File: src/rtl/abc_seq_pkg.sv
// Shared types for the a/b/c sequence driver.
// State encoding plus the a/b/c phase decode.
package abc_seq_pkg;

    typedef enum logic [2:0] {
        IDLE = 3'd0,
        PH_A = 3'd1,
        PH_B = 3'd2,
        PH_C = 3'd3,
        GAP  = 3'd4
    } seq_state_t;

    localparam logic [2:0] ABC_OFF = 3'b000;
    localparam logic [2:0] ABC_A   = 3'b100;
    localparam logic [2:0] ABC_B   = 3'b010;
    localparam logic [2:0] ABC_C   = 3'b001;

    // hold=1 keeps earlier phases asserted (cumulative a, ab, abc)
    function automatic logic [2:0] abc_decode(seq_state_t s, logic hold);
        logic [2:0] v;
        v = ABC_OFF;
        unique case (s)
            PH_A: v = ABC_A;
            PH_B: v = ABC_B | (hold ? ABC_A : ABC_OFF);
            PH_C: v = ABC_C | (hold ? (ABC_A | ABC_B) : ABC_OFF);
            default: v = ABC_OFF;
        endcase
        return v;
    endfunction

endpackage

File: src/rtl/abc_gap_timer.sv
// Loadable down-counter timing the idle gap between repetitions.
// expire is high in the last gap cycle.
module abc_gap_timer
    import abc_seq_pkg::*;
#(
    parameter int GAP_CYCLES = 1
) (
    input  logic clk,
    input  logic rst,
    input  logic load,
    output logic expire
);

    localparam int W = $clog2(GAP_CYCLES + 1);
    localparam logic [W-1:0] LOAD_V = W'(GAP_CYCLES - 1);

    logic [W-1:0] cnt_q;
    logic [W-1:0] cnt_d;

    always_comb begin
        cnt_d = cnt_q;
        if (load) begin
            cnt_d = LOAD_V;
        end else if (cnt_q != '0) begin
            cnt_d = cnt_q - W'(1);
        end
    end

    always_ff @(posedge clk) begin
        if (rst) begin
            cnt_q <= '0;
        end else begin
            cnt_q <= cnt_d;
        end
    end

    assign expire = (cnt_q == '0);

endmodule

File: src/rtl/abc_sequence_driver.sv
// Drives a ##1 b ##1 c rep_count times per start handshake.
// Moore outputs; optional idle gap between repetitions.
module abc_sequence_driver
    import abc_seq_pkg::*;
#(
    parameter int CNT_W      = 8,
    parameter int GAP_CYCLES = 1,
    parameter int HOLD       = 1
) (
    input  logic             clk,
    input  logic             rst,
    input  logic             start_valid,
    output logic             start_ready,
    input  logic [CNT_W-1:0] rep_count,
    input  logic             abort,
    output logic             a,
    output logic             b,
    output logic             c,
    output logic             busy,
    output logic             done,
    output logic [CNT_W-1:0] seq_count
);

    localparam logic [CNT_W-1:0] ONE = CNT_W'(1);
    localparam logic HOLD_B = (HOLD != 0);

    seq_state_t       state_q, state_d;
    logic [CNT_W-1:0] rem_q, rem_d;
    logic [CNT_W-1:0] cnt_q, cnt_d;
    logic             done_q, done_d;
    logic             gap_load;
    logic             gap_expire;

    if (GAP_CYCLES > 0) begin : g_gap
        abc_gap_timer #(
            .GAP_CYCLES(GAP_CYCLES)
        ) u_gap (
            .clk   (clk),
            .rst   (rst),
            .load  (gap_load),
            .expire(gap_expire)
        );
    end else begin : g_nogap
        logic unused_gap_load;
        assign unused_gap_load = gap_load;
        assign gap_expire = 1'b1;
    end

    always_comb begin
        state_d  = state_q;
        rem_d    = rem_q;
        cnt_d    = cnt_q;
        done_d   = 1'b0;
        gap_load = 1'b0;
        // abort wins over every busy transition, including the PH_C count
        if (abort && state_q != IDLE) begin
            state_d = IDLE;
        end else begin
            unique case (state_q)
                IDLE: begin
                    if (start_valid) begin
                        rem_d = rep_count;
                        cnt_d = '0;
                        if (rep_count == '0) begin
                            done_d = 1'b1;
                        end else begin
                            state_d = PH_A;
                        end
                    end
                end
                PH_A: state_d = PH_B;
                PH_B: state_d = PH_C;
                PH_C: begin
                    rem_d = rem_q - ONE;
                    cnt_d = cnt_q + ONE;
                    if (rem_q == ONE) begin
                        state_d = IDLE;
                        done_d  = 1'b1;
                    end else if (GAP_CYCLES == 0) begin
                        state_d = PH_A;
                    end else begin
                        state_d  = GAP;
                        gap_load = 1'b1;
                    end
                end
                GAP: begin
                    if (gap_expire) begin
                        state_d = PH_A;
                    end
                end
                default: state_d = IDLE;
            endcase
        end
    end

    always_ff @(posedge clk) begin
        if (rst) begin
            state_q <= IDLE;
            rem_q   <= '0;
            cnt_q   <= '0;
            done_q  <= 1'b0;
        end else begin
            state_q <= state_d;
            rem_q   <= rem_d;
            cnt_q   <= cnt_d;
            done_q  <= done_d;
        end
    end

    assign {a, b, c}   = abc_decode(state_q, HOLD_B);
    assign busy        = (state_q != IDLE);
    assign start_ready = (state_q == IDLE);
    assign done        = done_q;
    assign seq_count   = cnt_q;

endmodule

File: config.mk
export PLATFORM = sky130hd
export DESIGN_NAME = abc_sequence_driver
export DESIGN_NICKNAME = d
export VERILOG_FILES = /design/src/rtl/abc_seq_pkg.sv /design/src/rtl/abc_gap_timer.sv /design/src/rtl/abc_sequence_driver.sv
export SDC_FILE = /design/constraint.sdc
export NUM_CORES = 1
export LEC_CHECK = 0
export ABC_CLOCK_PERIOD_IN_PS = 2900
export BUFFER_PORTS_ARGS = -buffer_cell sky130_fd_sc_hd__clkbuf_2
export CAP_MARGIN = 25
export CORE_ASPECT_RATIO = 0.8
export CORE_UTILIZATION = 56
export DETAILED_ROUTE_END_ITERATION = 8
export PLACE_DENSITY = 0.82
export SYNTH_ARGS = -nofsm -noshare
export SYNTH_HDL_FRONTEND = slang
export SYNTH_SLANG_ARGS = --single-unit
File: constraint.sdc
create_clock -name clk -period 2.9 [get_ports clk]
set_clock_uncertainty 0.05 [all_clocks]
set_input_delay 0.29 -clock clk [delete_from_list [all_inputs] [get_ports clk]]
set_output_delay 0.29 -clock clk [all_outputs]
set_load 0.1 [all_outputs]
==> flow_summary.json <==
{
  "outcome": "completed",
  "synth-xor-area-share_pct": 5.24,
  "cts.sinks": 21,
  "cts-root-buf": "clkbuf_4",
  "reg2reg_depth": 4,
  "ys.warnings.count": 0,
  "route.detailed.drc": 0,
  "area_delta_synth_final_pct": 11.5,
  "diodes": 0,
  "synth_top_family_by_area": "simple AND/OR/NAND/NOR gates",
  "grt_pass1_wl_um": 4400,
  "ctsHoldBuffers": 0,
  "pre_cts_slack_ns": 0.872,
  "crit_family": "buffers and inverters",
  "syn_area_per_cell_um2": 8.43,
  "crit_required_ns": 2.56,
  "hold_class": "input pin to register",
  "drive_gt1_share_pct": 22.5,
  "synthMuxAreaShare_pct": 0,
  "syn_area_um2": 1170,
  "synth_common_cells": "21 x dfxtp_1, 14 x a21oi_1, 12 x nor2_1",
  "p_leak_nw": 0.496,
  "first_iter_violations": 34,
  "cts_resized": 0,
  "cp_slowest_cell": "dfxtp_1",
  "ios": 26,
  "row_count": 14,
  "antenna_left": 0,
  "final_cells": 184,
  "grt_pass1_vias": 988,
  "sequentialPowerShare_pct": 44.1,
  "htree_levels": 1,
  "overflow": 0,
  "place_congestion": 0.867,
  "post_cts_buffers": 0,
  "powerDensity_nw_per_um2": 598,
  "clockBufferDepth": 2,
  "crit_chain": "nand3b_1 -> clkinv_1 -> clkbuf_2",
  "vias": 1100,
  "portBuffers": 25,
  "sw_frac_of_total_pct": 44.4,
  "irDropWorstVdd_uv": 372,
  "grt_max_degree": 14,
  "p_switching_mw": 0.346,
  "dp.cells": 180,
  "syn_nets": 154,
  "drt-pass1-iter-count": 4,
  "r2r_end": "seq_count[4]",
  "ys_async_sr_fraction_pct": 0,
  "fin_util_pct": 67.8,
  "combinationalPowerShare_pct": 36.3,
  "synthCells": 139,
  "layout_setup_ws_ns": 0.443,
  "yosysTopAreaCell": "dfxtp_1",
  "antenna_found_initial": 0,
  "critPathCapture": "c",
  "maxCapViolCount": 0,
  "hpwl_um": 1980,
  "startpoint_type": "register",
  "setup_violations": 0,
  "setup.worst_path.start": "state_q[2]",
  "synth-simple-area-share_pct": 28.2,
  "final_nets": 176,
  "layout_min_cycle_time_ns": 2.46,
  "die_h_um": 42.9,
  "synth_compound_area_share_pct": 20.7,
  "ys_seq_elements": 21,
  "fin_area_um2": 1310,
  "path_clk_slew_ns": 0.13,
  "worstSetupPathType": "register to output pin",
  "path_depth": 3,
  "worst_pin_slew_ns": 0.683,
  "grt_use_total_pct": 26.3,
  "r2r_setup_slack_ns": 0.96,
  "synth_cell_types": 44,
  "synth-edff-count": 0,
  "synth-seq-area-share_pct": 35.9,
  "numCtsBuffers": 3,
  "max_stage_delay_ns": 0.58,
  "crit_arrival_ns": 2.12,
  "die_x_um": 53.1,
  "ys.flop_type": "dfxtp_1",
  "synth_top_area_share_pct": 35.9,
  "slew_viol_final": 0,
  "wl_per_cell_um": 14.5,
  "core_um2": 1930,
  "vias_per_cell": 5.98,
  "worstSetupEndpointType": "output pin",
  "cp_num_buf_inv": 2,
  "reg2reg_from": "state_q[2]",
  "synth_fa_ha_area_share_pct": 4.06,
  "wl_um": 2670,
  "clkLatencyLatePin_ns": 0.32,
  "fin_hold_ws_ns": 0.165,
  "placed_area_um2": 1280,
  "cp_max_fo": 12,
  "hold_viol_final": 0,
  "clkPwrFrac_pct": 19.6,
  "timing.final.crit_share_pct": 84.7,
  "p_int_mw": 0.435,
  "synth_area_leaders": "dfxtp_1 36%, a21oi_1 6.0%, nor2_1 3.8%, xnor2_1 3.7%, o21ai_0 3.4%",
  "fp.dieArea_um2": 2280,
  "cts_tree": "yes",
  "maxSlewHeadroom_pct": 54.3,
  "yosysMostFrequentCell": "dfxtp_1",
  "fin_setup_tns_ns": 0,
  "p_total_mw": 0.781,
  "start_util_pct": 60.8,
  "fmax_ghz": 0.407,
  "rsz0062_at_grt": "false"
}
==> power groups by stage <==
stage	Sequential (mW)	Clock [mW]	Combinational [mW]
final	0.344	0.153	0.284
after global routing	0.348	0.166	0.302
after CTS	0.344	0.153	0.283
after detailed placement	0.350	0	0.282
after global placement	0.348	0	0.278
after floorplan	0.355	0	0.234
==> final cells by class <==
type | count | area (um2)
tap | 24 | 30.0
clock inverter | 1 | 7.51
multi-input combinational | 106 | 686
timing repair buffer | 25 | 125
sequential | 21 | 420
inverter | 4 | 15.0
clock buffer | 3 | 22.5
fill | 171 | 621
==> how the worst min path moves through the flow <==
stage / cells past startpoint / end / from
after floorplan: 1 / state_q[1] / abort
after global placement: 2 / rem_q[7] / rem_q[7]
after detailed placement: 2 / rem_q[7] / rem_q[7]
after CTS: 2 / state_q[1] / abort
after global routing: 2 / state_q[1] / abort
final: 2 / state_q[1] / abort
==> routing by layer <==
layer / GRT usage, % / routed length [um] / vias up
li1: - / - / 551
met1: 35.2 / 1230 / 510
met2: 41.5 / 1250 / 37
met3: 8.60 / 166 / 2
met4: 4.74 / 18 / 0
met5: 0 / 0 / -
==> layout by cell type, fill, tap and decap left out, types with 3 or more instances in the layout <==
| cell type | instances |
|---|---|
| xnor2_1 | 5 |
| a21o_1 | 3 |
| nor2_1 | 12 |
| a21oi_1 | 14 |
| nor3_1 | 5 |
| clkbuf_2 | 25 |
| dfxtp_1 | 21 |
| inv_1 | 3 |
| o21ai_0 | 8 |
| nand2_1 | 10 |
| clkbuf_4 | 3 |
| nand3_1 | 5 |
| ha_1 | 3 |
==> kinds of logic after synthesis <==
logic type / Yosys count
DFF: 21
and+or+nand+nor: 56
other: 1
buffers and inverters: 12
xor gates and xnor gates: 7
adders and majority gates: 4
AOI/OAI and AO/OA: 38
==> flip-flops by register name (all words and copies together), names as in the netlist <==
| register | count |
|---|---|
| g_gap.u_gap.cnt_q | 1 |
| state_q | 3 |
| seq_count | 8 |
| done | 1 |
| rem_q | 8 |
No activity file was read; power rests on OpenSTA's default activity.
